==> src/rtl/piso_serializer.sv <==
// Parallel-in/serial-out stage: accepts WIDTH-bit words over valid/ready and
// shifts them out one bit per clock, gap-free when words arrive back-to-back.
module piso_serializer #(
    parameter int WIDTH     = 8,
    parameter bit MSB_FIRST = 1'b1,
    parameter bit IDLE_BIT  = 1'b0
) (
    input  logic             clk,
    input  logic             rst,
    input  logic [WIDTH-1:0] din,
    input  logic             din_valid,
    output logic             din_ready,
    output logic             sout,
    output logic             sout_valid,
    output logic             sout_last
);

    localparam int              CNT_W = $clog2(WIDTH);
    localparam logic [CNT_W-1:0] LAST = CNT_W'(WIDTH - 1);

    typedef enum logic {IDLE, SHIFT} state_t;

    state_t           state;
    logic [WIDTH-1:0] sreg;
    logic [CNT_W-1:0] cnt;
    logic             at_last;
    logic             accept;

    // Ready depends only on state so no path exists from din_valid to din_ready.
    assign at_last   = (state == SHIFT) && (cnt == LAST);
    assign din_ready = (state == IDLE) || at_last;
    assign accept    = din_valid && din_ready;

    always_ff @(posedge clk or negedge rst) begin
        if (!rst) begin
            state <= IDLE;
            cnt   <= '0;
            sreg  <= '0;
        end else begin
            case (state)
                IDLE: begin
                    if (accept) begin
                        sreg  <= din;
                        cnt   <= '0;
                        state <= SHIFT;
                    end
                end
                SHIFT: begin
                    if (!at_last) begin
                        if (MSB_FIRST)
                            sreg <= {sreg[WIDTH-2:0], 1'b0};
                        else
                            sreg <= {1'b0, sreg[WIDTH-1:1]};
                        cnt <= cnt + 1'b1;
                    end else if (accept) begin
                        // Reload in the last-bit cycle keeps the stream gap-free.
                        sreg <= din;
                        cnt  <= '0;
                    end else begin
                        cnt   <= '0;
                        state <= IDLE;
                    end
                end
                default: begin
                    state <= IDLE;
                    cnt   <= '0;
                end
            endcase
        end
    end

    assign sout       = (state == SHIFT) ? (MSB_FIRST ? sreg[WIDTH-1] : sreg[0]) : IDLE_BIT;
    assign sout_valid = (state == SHIFT);
    assign sout_last  = at_last;

endmodule

==> config.mk <==
export PLATFORM = sky130hd
export DESIGN_NAME = piso_serializer
export DESIGN_NICKNAME = d
export VERILOG_FILES = /design/src/rtl/piso_serializer.sv
export SDC_FILE = /design/constraint.sdc
export NUM_CORES = 1
export LEC_CHECK = 0
export ABC_AREA = 1
export CORE_AREA = 2 2 39 41
export CTS_CLUSTER_SIZE = 12
export DETAILED_ROUTE_END_ITERATION = 8
export DIE_AREA = 0 0 41 43
export PLACE_DENSITY = 0.79
export SLEW_MARGIN = 20
export SYNTH_ARGS = -nofsm -noshare
export SYNTH_HDL_FRONTEND = slang
export SYNTH_SLANG_ARGS = --single-unit
==> constraint.sdc <==
create_clock -name clk -period 2.6 [get_ports clk]
set_input_delay 0.52 -clock clk [delete_from_list [all_inputs] [get_ports clk]]
set_output_delay 0.52 -clock clk [all_outputs]
set_load 0.01 [all_outputs]
==> metrics.csv <==
stage,metric,value,unit
logic_synthesis,ys.flop_type,dfrtp_1,
layout,n_antenna_cell,0,
sta,hold_viol_final,0,
critical_path,endpoint_kind,primary output,
sta,fmax,414,MHz
floorplanning,die_w,41,um
clocking,postCtsSetupBuffers,0,
sta,drv_slew,0,
sta,fin_crit_sh,0.930,
routing,wl,1.18,mm
global_routing,antenna_found_initial,0,
placed_design,gp_congestion,0.729,
logic_synthesis,synth_commonest_cells,"21 x nand2_1, 12 x dfrtp_1, 9 x nand3_2, 8 x nand3_1, 7 x nor2_1",
sta,rsz0062_at_grt,no,
sta,whs,499,ps
layout,area_growth,26.1,%
sta,setup_viol,0,
routing,routedWlPerCell,11.1,um
routing,drt-initial-drc-count,0,
worst_hold_path,hp-class,register to register,
logic_synthesis,synth.area.top_cells,"dfrtp_1 46%, nand3_2 14%, nand2_1 12%, nand3_1 6.1%, nor2_1 4.0%",
clocking,htreeDepth,1,
logic_synthesis,syn_avg_cell_area,8.88,sq um
clocking,cts_buffers,3,
layout,nNetsFinal,104,
logic_synthesis,async_flop_share,1.00,
critical_path,critPathKind,register to primary output,
logic_synthesis,syn_nets,87,
critical_path,cp-start-kind,register,
floorplanning,dieArea,1760,sq um
power,power_leakage,0.000424,uW
clocking,clock_sinks,12,
critical_path,cp.arrival,1900,ps
clocking,cts_hold_buf,0,
logic_synthesis,synthCells,74,
sta,slew_headroom,0.625,
floorplanning,die_h,43,um
logic_synthesis,synth_area,657,sq um
floorplanning,core_area,1380,sq um
logic_synthesis,yosysTopAreaCellShare,0.457,
global_routing,grt_pass1_wl,2.16,mm
logic_synthesis,synth.most_common_cell,nand2_1,
power,ir_worst_vdd,0.548,mV
sta,setup_ws,183,ps
floorplanning,floorplan.initialDensity,0.475,
worst_hold_path,whs_path_depth,2,
placed_design,place_ws,469,ps
logic_synthesis,synth-edff-count,0,
layout,layout-drive-gt1-share,0.222,
logic_synthesis,ys_seq_elements,12,
sta,fin_crit,2420,ps
clocking,clockBufferDepth,2,
outcome,outcome,"finished, final reports clean",
logic_synthesis,synth.distinct_cells,14,
global_routing,grt_usage,0.181,
critical_path,crit_path_max_fanout,17,
critical_path,required,2080,ps
floorplanning,std_cell_rows,14,
placed_design,dp_hpwl,873,um
power,power.density,1010,nW/um^2
routing,routed-via-count,508,
routing,first_pass_iters,1,
flow_run,cap_violations,0,
sta,tightestPinTransition,561,ps
placed_design,io_buffers,14,
logic_synthesis,yosys_warnings,0,
clocking,path_clk_slew,70,ps
clocking,cts.repair.resized,0,
power,design_power_total,833,uW
sta,fin_skew,4.22,ps
sta,finalSetupTns,0,ps
routing,route.detailed.drc,0,
routing,viasPerCell,4.79,
clocking,clockRootBuffer,clkbuf_4,
global_routing,grt_max_degree,18,
logic_synthesis,synth_top_area_cell,dfrtp_1,
floorplanning,io-pin-count,15,
clocking,clk_latency,270,ps
critical_path,r2r_cells,6,
critical_path,rrSetupSlack,1180,ps
global_routing,grt_pass1_vias,532,
logic_synthesis,ys_seq_area_frac,0.457,
clocking,cts_tree,yes,
routing,ant_nets,0,
global_routing,grt-ovfl-total,0,
state kept, by name, indices dropped and copies added, names as in the netlist:
name	count
sreg	8
sout_valid	1
cnt	3
worst paths after layout:
kind | from | to
min in group asynchronous | rst | sout_valid$_DFF_PN0_
max in group asynchronous | rst | cnt[0]$_DFFE_PN0P_
worst min register to register | cnt[1]$_DFFE_PN0P_ | cnt[1]$_DFFE_PN0P_
worst min-delay path | cnt[1]$_DFFE_PN0P_ | cnt[1]$_DFFE_PN0P_
worst max-delay path | cnt[0]$_DFFE_PN0P_ | din_ready
worst max register to register | cnt[0]$_DFFE_PN0P_ | sreg[7]$_DFF_PN0_
metrics by stage:
stage	cell area [sq um]	std cells	util
2_1_floorplan	657	74	-
3_3_place_gp	792	102	0.572
3_5_place_dp	792	102	0.572
4_1_cts	828	106	0.599
5_1_grt	828	106	0.599
6_report	828	106	0.599
placed cells by master, fill, tap and decap left out, drive strengths merged:
master	n
clkbuf	4
nand2	23
ha	2
nand3	17
nor2	8
o21ai	1
clkdlybuf4s50	14
dfrtp	12
inv	9
logic make-up after synthesis:
family	Yosys count	synth area share
and+or+nand+nor	48	0.402
DFF	12	0.457
buffers and inverters	11	0.0895
adders and majority gates	2	0.0381
AOI/OAI and AO/OA	1	0.0133
power by group:
part | internal, uW | total, uW | switching (uW)
registers | 265 | 317 | 52.0
logic | 163 | 367 | 205
clock network | 85.1 | 148 | 63.1
total | 513 | 833 | 320
layout make-up:
class,count,area [sq um]
Tap cell,16,20.0
Multi-Input combinational cell,51,298
Clock buffer,4,36.3
Timing Repair Buffer,14,140
Fill cell,119,556
Inverter,9,33.8
Sequential cell,12,300
critical path: stages (launching register included):
cell and delay (ps):
dfrtp_1 400, ha_1 180, ha_1 240, inv_2 60, nand2_4 180, clkdlybuf4s50_1 570
metal layers:
metal  vias up  global-route usage  share of wire
met5         -                   0              0
met4         0              0.0600              0
met3         0              0.0471          0.039
met2        10               0.294           0.54
met1       234               0.221           0.42
li1        264                   -              -
Power figures use the tool's default switching activity.
